[src/rtl/aes_pkg.sv]
// aes_pkg: shared constants and the serializer FSM state encoding used by the
// AES-256 output stage (block FIFO and ciphertext serializer).
package aes_pkg;

  localparam int AES_BLK_W    = 128; // ciphertext block width
  localparam int AES_WORD_W   = 32;  // output word width
  localparam int AES_PIPE_LAT = 14;  // pipeline latency, input sample to ct sample

  localparam int AES_WORDS_PER_BLK = AES_BLK_W / AES_WORD_W;

  typedef enum logic {
    ST_IDLE = 1'b0,
    ST_SEND = 1'b1
  } ser_state_e;

endpackage

[src/rtl/aes_blk_fifo.sv]
// aes_blk_fifo: synchronous block FIFO, W bits wide, DEPTH entries.
//   clk, rst : clock, synchronous active-high reset (pointers and level only)
//   wr_en    : push wr_data (ignored when full unless rd_en pops on the same edge)
//   rd_en    : pop; rd_data is the head entry, sampled by the consumer on the pop edge
//   full, empty, level : occupancy status
// The storage is a register array, so rd_data is a registered value selected by
// the read pointer. A push and a pop on the same edge while full is legal: the
// head is read out before the write lands in the slot it frees.
module aes_blk_fifo
  import aes_pkg::*;
#(
  parameter int DEPTH = 4,
  parameter int W     = AES_BLK_W
) (
  input  logic                     clk,
  input  logic                     rst,
  input  logic                     wr_en,
  input  logic [W-1:0]             wr_data,
  input  logic                     rd_en,
  output logic [W-1:0]             rd_data,
  output logic                     full,
  output logic                     empty,
  output logic [$clog2(DEPTH):0]   level
);

  localparam int AW = $clog2(DEPTH);
  localparam logic [AW:0] FULL_LVL = (AW+1)'(DEPTH);

  logic [DEPTH-1:0][W-1:0] mem_q;
  logic [AW-1:0]           wptr_q, rptr_q;
  logic [AW:0]             level_q, level_d;
  logic                    do_wr, do_rd;

  assign full  = (level_q == FULL_LVL);
  assign empty = (level_q == '0);
  assign level = level_q;

  assign do_rd = rd_en && !empty;
  assign do_wr = wr_en && (!full || do_rd);

  always_comb begin
    level_d = level_q;
    case ({do_wr, do_rd})
      2'b10:   level_d = level_q + (AW+1)'(1);
      2'b01:   level_d = level_q - (AW+1)'(1);
      default: level_d = level_q;
    endcase
  end

  // Data storage carries no reset; only the bookkeeping does.
  always_ff @(posedge clk) begin
    if (do_wr) mem_q[wptr_q] <= wr_data;
  end

  always_ff @(posedge clk) begin
    if (rst) begin
      wptr_q  <= '0;
      rptr_q  <= '0;
      level_q <= '0;
    end else begin
      if (do_wr) wptr_q <= wptr_q + AW'(1);
      if (do_rd) rptr_q <= rptr_q + AW'(1);
      level_q <= level_d;
    end
  end

  assign rd_data = mem_q[rptr_q];

endmodule

[src/rtl/aes_ct_serializer.sv]
// aes_ct_serializer: output stage behind the AES-256 round pipeline.
//   clk, rst      : shared clock, synchronous active-high reset
//   blk_valid_in  : real block presented at the pipeline input this cycle
//   in_ready      : credit to upstream (blocks in flight + buffered < DEPTH)
//   ct_in         : pipeline ciphertext, sampled PIPE_LAT edges after its tag
//   out_valid/out_ready/out_data/out_last : 32-bit word stream, MS word first
//   overflow      : sticky, a captured block was dropped
//   fifo_level    : blocks held in the FIFO (not counting the one being sent)
// The pipeline cannot stall, so a valid tag travels alongside it (vpipe) and
// decides which ct_in samples are real. Credit counts tags still in the pipe
// plus buffered blocks so a well-behaved upstream can never overrun the FIFO.
module aes_ct_serializer
  import aes_pkg::*;
#(
  parameter int PIPE_LAT = AES_PIPE_LAT, // must be >= 2
  parameter int DEPTH    = 4             // power of two, >= 2
) (
  input  logic                       clk,
  input  logic                       rst,
  input  logic                       blk_valid_in,
  output logic                       in_ready,
  input  logic [AES_BLK_W-1:0]       ct_in,
  output logic                       out_valid,
  input  logic                       out_ready,
  output logic [AES_WORD_W-1:0]      out_data,
  output logic                       out_last,
  output logic                       overflow,
  output logic [$clog2(DEPTH):0]     fifo_level
);

  localparam int LW  = $clog2(DEPTH) + 1;
  localparam int IFW = $clog2(PIPE_LAT + 1);

  // ---------------------------------------------------------------------------
  // Valid tag pipe and in-flight count
  // ---------------------------------------------------------------------------
  logic [PIPE_LAT-1:0] vpipe_q, vpipe_d;
  logic [IFW-1:0]      inflight_q, inflight_d;
  logic                cap;

  assign cap     = vpipe_q[PIPE_LAT-1];
  assign vpipe_d = {vpipe_q[PIPE_LAT-2:0], blk_valid_in};

  // Running popcount of vpipe: one enters, one leaves, or both (no change).
  always_comb begin
    inflight_d = inflight_q;
    case ({blk_valid_in, cap})
      2'b10:   inflight_d = inflight_q + IFW'(1);
      2'b01:   inflight_d = inflight_q - IFW'(1);
      default: inflight_d = inflight_q;
    endcase
  end

  always_ff @(posedge clk) begin
    if (rst) begin
      vpipe_q    <= '0;
      inflight_q <= '0;
    end else begin
      vpipe_q    <= vpipe_d;
      inflight_q <= inflight_d;
    end
  end

  // ---------------------------------------------------------------------------
  // Block FIFO
  // ---------------------------------------------------------------------------
  logic                 fifo_full, fifo_empty;
  logic [LW-1:0]        fifo_lvl;
  logic [AES_BLK_W-1:0] fifo_rd_data;
  logic                 pop, push, drop;

  aes_blk_fifo #(
    .DEPTH (DEPTH),
    .W     (AES_BLK_W)
  ) u_fifo (
    .clk     (clk),
    .rst     (rst),
    .wr_en   (push),
    .wr_data (ct_in),
    .rd_en   (pop),
    .rd_data (fifo_rd_data),
    .full    (fifo_full),
    .empty   (fifo_empty),
    .level   (fifo_lvl)
  );

  assign fifo_level = fifo_lvl;

  // Purely register-based; no same-cycle input reaches the credit.
  logic [31:0] credit_used;
  assign credit_used = 32'(inflight_q) + 32'(fifo_lvl);
  assign in_ready    = (credit_used < 32'(DEPTH));

  // ---------------------------------------------------------------------------
  // Serializer FSM
  // ---------------------------------------------------------------------------
  ser_state_e           state_q;
  logic [1:0]           beat_q;
  logic [AES_BLK_W-1:0] sh_q;
  logic                 ovf_q;
  logic                 hs, blk_done;

  assign hs       = (state_q == ST_SEND) && out_ready;
  assign blk_done = hs && (beat_q == 2'd3);

  // Reload straight from the FIFO on the last beat so blocks stream with no gap.
  assign pop  = !fifo_empty && ((state_q == ST_IDLE) || blk_done);
  // A full FIFO still accepts the capture if the same edge frees a slot.
  assign push = cap && (!fifo_full || pop);
  assign drop = cap && fifo_full && !pop;

  always_ff @(posedge clk) begin
    if (rst) begin
      state_q <= ST_IDLE;
      beat_q  <= 2'd0;
      sh_q    <= '0;
      ovf_q   <= 1'b0;
    end else begin
      if (drop) ovf_q <= 1'b1;
      if (pop) begin
        sh_q    <= fifo_rd_data;
        beat_q  <= 2'd0;
        state_q <= ST_SEND;
      end else if (hs) begin
        // After the 4th shift sh_q is all zeros, so out_data idles at 0.
        sh_q   <= {sh_q[AES_BLK_W-AES_WORD_W-1:0], {AES_WORD_W{1'b0}}};
        beat_q <= beat_q + 2'd1;
        if (blk_done) state_q <= ST_IDLE;
      end
    end
  end

  assign out_valid = (state_q == ST_SEND);
  assign out_last  = (state_q == ST_SEND) && (beat_q == 2'd3);
  assign out_data  = sh_q[AES_BLK_W-1 -: AES_WORD_W];
  assign overflow  = ovf_q;

endmodule

[config.mk]
export PLATFORM = sky130hd
export DESIGN_NAME = aes_ct_serializer
export DESIGN_NICKNAME = d
export VERILOG_FILES = /design/src/rtl/aes_pkg.sv /design/src/rtl/aes_blk_fifo.sv /design/src/rtl/aes_ct_serializer.sv
export SDC_FILE = /design/constraint.sdc
export NUM_CORES = 1
export LEC_CHECK = 0
export BUFFER_PORTS_ARGS = -buffer_cell sky130_fd_sc_hd__clkbuf_2
export CORE_MARGIN = 4
export CORE_UTILIZATION = 55
export CTS_BUF_LIST = sky130_fd_sc_hd__clkbuf_8 sky130_fd_sc_hd__clkbuf_16
export CTS_CLUSTER_SIZE = 16
export DETAILED_ROUTE_END_ITERATION = 12
export PLACE_DENSITY = 0.78
export RECOVER_POWER = 50
export SYNTH_ARGS = -nofsm -noshare
export SYNTH_HDL_FRONTEND = slang
export SYNTH_HIERARCHICAL = 1
export SYNTH_SLANG_ARGS = --single-unit
[constraint.sdc]
create_clock -name clk -period 16.3 [get_ports clk]
set_input_delay 3.26 -clock clk [delete_from_list [all_inputs] [get_ports clk]]
set_output_delay 3.26 -clock clk [all_outputs]
set_load 0.05 [all_outputs]
* After elaboration in Yosys (flattened, before gate mapping)
Cells that the tools add are included.
Word-level totals: register bits 669, input port bits 132, output and inout port bits 39, word-level logic and storage cells 67
Cells by class: add/sub/neg operators 8, $lt $le $gt $ge 4, equality and inequality tests 6, muxes and demuxes 12, bitwise gates (word level) 1, reductions and logical operators 23
Operators by type and width (number):
- $bwmux 512 | 1
- $mux 128 | 4
- $bmux 128 s2 | 1
- $demux 128 s2 | 1
- $logic_and 1x1->1 | 10
- $pmux 4 s2 | 1
- $reduce_bool 2->1 | 4
- $add 2x1->2 const B | 3
- $eq 2x2->1 const B | 3
- $lt 2x3->1 const B | 2
- $pmux 3 s2 | 1
- $add 4x3->5 | 1
- $lt 5x3->1 const B | 1
- $add 4x1->4 const B | 1
- $eq 2x1->1 const B | 2
- $sub 4x1->4 const B | 1
- $add 3x1->3 const B | 1
- $eq 3x3->1 const B | 1
- $logic_not 1->1 | 3
- $logic_not 3->1 | 1
- $logic_or 1x1->1 | 3
- $mux 1 | 3
- $sub 3x1->3 const B | 1
- $ge 2x1->1 const B | 1
- 3 further kinds | 3

* Longest topological paths before layout
word-level depth 9, depth in mapped cells 15, depth with buffers taken out 13

* Cells and area by module
The synthesis kept the hierarchy.
By module, submodules not included:
- aes_blk_fifo | instances 1, cells an instance 720, area each 19114.6 um2, sequential area each 15514.9 um2
- aes_ct_serializer | instances 1, cells an instance 801, area each 6749.0 um2, sequential area each 3002.9 um2

* Worst setup path before layout
Ideal clock, no wire load.
path kind input-to-reg, from in out_ready, to reg u_fifo/mem_q[0] in the netlist's numbering (enable), setup time 502 ps, arrival time 7624 ps, required time 15798 ps, setup slack 8174 ps, stages on the path 9, path buffers 4, cell sequence buf_2 a21boi_1 or2_1 buf_6 buf_6 buf_6 a21boi_0 a21boi_1 and2_1
Between the ends: cells in the longest elaborated chain, start to end 7, elaborated cells between the ends (all ways) 9, those cells by class reduce/logical: 9
Ends and longest elaborated chain:
- start, declared | line aes_ct_serializer.sv:24 | input logic out_ready,
- $logic_and 1x1->1 | line aes_ct_serializer.sv:103 | assign hs = (state_q == ST_SEND) && out_ready;
- $logic_and 1x1->1 | line aes_ct_serializer.sv:104 | assign blk_done = hs && (beat_q == 2'd3);
- $logic_or 1x1->1 | line aes_ct_serializer.sv:107 | assign pop = !fifo_empty && ((state_q == ST_IDLE) || blk_done);
- $logic_and 1x1->1 | line aes_ct_serializer.sv:107
- $logic_or 1x1->1 | line aes_ct_serializer.sv:109 | assign push = cap && (!fifo_full || pop);
- $logic_and 1x1->1 | line aes_ct_serializer.sv:109
- named net push | line aes_ct_serializer.sv:70 | logic pop, push, drop;
- $logic_and 1x1->1 | line aes_blk_fifo.sv:39 | assign do_wr = wr_en && (!full || do_rd);
- end signal, assigned by index | line aes_blk_fifo.sv:52 | if (do_wr) mem_q[wptr_q] <= wr_data;
- end, declared | line aes_blk_fifo.sv:29 | logic [DEPTH-1:0][W-1:0] mem_q;
The timed path passes the listed nets, and every way through them passes these cells. A chain may end at the register's enable or synchronous reset.

* Final worst setup path
from in rst, to reg sh_q[44]
RTL lines:
- start, declared | line aes_ct_serializer.sv:19 | input logic rst,
- end signal, assigned | line aes_ct_serializer.sv:121 | sh_q <= fifo_rd_data;
- end signal, assigned | line aes_ct_serializer.sv:126 | sh_q <= {sh_q[AES_BLK_W-AES_WORD_W-1:0], {AES_WORD_W{1'b0}}};
- end, declared | line aes_ct_serializer.sv:99 | logic [AES_BLK_W-1:0] sh_q;
No word-level cell between the ends.

==> results.py <==
metrics = {
    "die": {
        "die_height_um": 225,
        "core_mm2": 0.0466,
        "ioPinCount": 171,
        "start_util_pct": 55.6,
        "die_w_um": 225,
        "rows": 79,
        "die_area_mm2": 0.0506,
    },
    "detailed_routing": {
        "ant_nets": 0,
        "drt_iter0_markers": 1444,
        "drc": 0,
        "vias_per_cell": 6.05,
        "vias": 13800,
        "wl_per_cell_um": 23.5,
        "drt_first_pass_iters": 5,
        "drt-total-wl_um": 53700,
    },
    "critical_path": {
        "endpoint_kind": "register",
        "cp_slowest_cell": "clkbuf_1",
        "worstPathArrival_ns": 9.71,
        "crit_path_frequent_cell": "clkbuf_1",
        "cp_max_fo": 91,
        "cp.required_ns": 16.55,
        "crit_chain": "clkbuf_1 -> clkbuf_1 -> a311oi_1",
        "slowest_delay_ns": 3.60,
        "critPathLaunchType": "primary input",
        "path_class": "in2reg",
    },
    "sta": {
        "rsz0062_at_grt": "false",
        "setup_violations": 0,
        "setup_tns_ns": 0,
        "skew_ns": 0.0175,
        "min_period_over_period_pct": 58.0,
        "slew_viol_final": 162,
        "finalCriticalPeriod_ns": 9.46,
        "fmax_mhz": 106,
        "final-hold-violation-count": 0,
        "worst_pin_slew_ns": 4.88,
        "max-slew-margin-rel_pct": -225,
        "whs_ns": 0.442,
    },
    "pwr": {
        "seq_power_share_pct": 54.3,
        "swShare_pct": 19.1,
        "p_leak_nw": 8.77,
        "peakVddDrop_mv": 0.0789,
        "combPwrFrac_pct": 1.2,
        "p_clk_share_pct": 44.5,
        "intPower_mw": 2.73,
        "p_per_area_mw_per_mm2": 118,
        "p_sw_mw": 0.645,
    },
    "clock_tree": {
        "cts_buffer_depth": 3,
        "htreeDepth": 2,
        "ctsHoldBuffers": 0,
        "cts_sinks": 669,
        "cts_root_buffer": "clkbuf_16",
        "clkLatencyLatePin_ns": 0.62,
        "clk_pin_slew_ns": 0.06,
        "numCtsBuffers": 61,
        "post_cts_buffers": 0,
        "cts_resized": 0,
        "cts_tree": "yes",
    },
    "yosys": {
        "synth_most_common_cell": "edfxtp_1",
        "synth_cell_type_count": 37,
        "synth-seq-cells": 669,
        "synth_edf_count": 512,
        "yosys-top-cells-area": "edfxtp_1, dfxtp_1, mux4_2, mux4_1, nand3_1",
        "ys_top_cells_by_count": "edfxtp_1, dfxtp_1, nand2_1",
        "synth_cells": 1521,
        "synth_warnings": 6,
        "ys_seq_area_share_pct": 71.6,
        "syn_avg_cell_area_um2": 17.0,
        "ys.flop_type": "edfxtp_1",
        "syn_area_mm2": 0.0259,
        "yosysTopAreaCell": "edfxtp_1",
        "synthesis.nets": 1666,
        "synth_top_cell_area_share_pct": 59.4,
        "async_flop_share_pct": 0,
    },
    "layout": {
        "syn2layout_area_growth_pct": 10.8,
        "fin_nets": 1769,
        "final_layout_size_suffix_gt1_share_pct": 16.0,
        "register_area_mm2": 0.0185,
        "multiInputGateArea_mm2": 0.00635,
        "fillers": 3273,
    },
    "place": {
        "gp_congestion": 0.737,
        "port_buffers": 170,
        "dp_hpwl_um": 31100,
    },
    "global_routing": {
        "grt_max_degree": 227,
        "globalRouteMet1Util_pct": 31.3,
        "grt_util_met2_pct": 32.4,
        "busiest_layer": "met2",
        "grt_pass1_vias": 13700,
        "overflow": 0,
        "grt_pass1_wl_um": 82400,
        "use_met3_pct": 4.75,
        "grt_usage_pct": 21.1,
        "antenna_found_initial": 10,
    },
    "status": {
        "violations": "max-capacitance violations, max-slew violations",
        "outcome": "finished with violations",
    },
    "worst_hold_path": {
        "hp-class": "reg2reg",
    },
    "job": {
        "cap_viol_max_count": 2,
    },
}
[per-stage QoR]
stage                     instance area, um2  cells  utilization, %  power [mW]  setup WS (ns)
final                                  28600   2289            61.5        3.38           6.84
after global routing                   28600   2287            61.5        3.48           6.40
after CTS                              28900   2284            62.0        3.41           9.10
after detailed placement               26700   2168            57.3        1.91           8.44
after global placement                 26700   2168            57.3        1.91           8.49
after floorplan                        25900   1521               -        1.88           8.17
[path summary, 6_finish.rpt]
check / startpoint / end / slack, ns / cells past startpoint
hold reg to reg: vpipe_q[1]$_SDFF_PP0_ / vpipe_q[2]$_SDFF_PP0_ / 0.44 / 1
hold / removal: vpipe_q[1]$_SDFF_PP0_ / vpipe_q[2]$_SDFF_PP0_ / 0.44 / 1
setup reg to reg: u_fifo/level[0]$_SDFFE_PP0P_ / u_fifo/mem_q[34]$_DFFE_PP_ / 11.80 / 8
setup / recovery: rst / sh_q[44]$_SDFFE_PP0P_ / 6.84 / 3
[layer usage]
metal	routed length (um)	up-vias
li1	-	6137
met1	22400	7038
met2	25500	560
met3	4660	102
met4	1130	6
met5	23	-
[cells in the final DEF, fill, tap and decap left out, types with 3 or more instances in the layout]
cell type   instances
edfxtp_1          512
clkbuf_1          167
dfxtp_1           154
nand3_1           129
nand2_1           129
nor2_1            110
mux4_2            100
clkbuf_16          64
a311oi_1           57
a21oi_1            40
a311oi_2           39
mux4_1             28
inv_1              20
nor2b_1            14
clkinv_2           13
buf_4              12
ha_1               11
bufinv_16           9
clkbuf_8            8
xor2_1              6
clkinv_1            6
diode_2             5
clkinvlp_4          5
and2_4              4
nor3_1              3
clkbuf_2            3
dfxtp_4             3
[state kept, by name, summed over array words and instances (netlist names)]
| register | cells |
|---|---|
| vpipe_q | 14 |
| sh_q | 128 |
| u_fifo/rptr_q | 2 |
| beat_q | 2 |
| u_fifo/level | 3 |
| u_fifo/mem_q | 512 |
| u_fifo/wptr_q | 2 |
| out_valid | 1 |
| overflow | 1 |
| inflight_q | 4 |
[critical path, delay by kind of cell]
kind | cells | cell delay, ns
compound gates | 1 | 0.20
buf+inv | 2 | 6.12
[final cells by class]
class,count,area share (%)
clock inverters,44,1.60
inverters,13,0.170
well taps,607,2.65
multi-input cells,695,22.2
flip-flops and latches,669,64.7
diodes,5,0.0437
repair buffers,184,2.69
clock buffers,72,5.97
[cells by family (layout without fill, tap and decap cells)]
| logic type | count (synthesis) | in the layout | share of synthesized area [%] |
|---|---|---|---|
| buffers and inverters | 157 | 313 | 3.91 |
| xor gates and xnor gates | 6 | 6 | 0.203 |
| adders and majority gates | 13 | 13 | 0.687 |
| and+or+nand+nor | 400 | 400 | 6.73 |
| DFF | 669 | 669 | 71.6 |
| AOI/OAI and AO/OA | 145 | 145 | 5.20 |
| muxes | 131 | 131 | 11.7 |
| other | 0 | 5 | 0 |
[power groups by stage]
| stage | Sequential [mW] | Clock (mW) | Combinational, mW |
|---|---|---|---|
| floorplan | 1.87 | 0 | 0.0122 |
| finish | 1.83 | 1.50 | 0.0416 |
| global route | 1.83 | 1.60 | 0.0462 |
| CTS | 1.83 | 1.53 | 0.0461 |
| detailed placement | 1.87 | 0 | 0.0460 |
| global placement | 1.87 | 0 | 0.0430 |
Power figures use the tool's default switching activity.
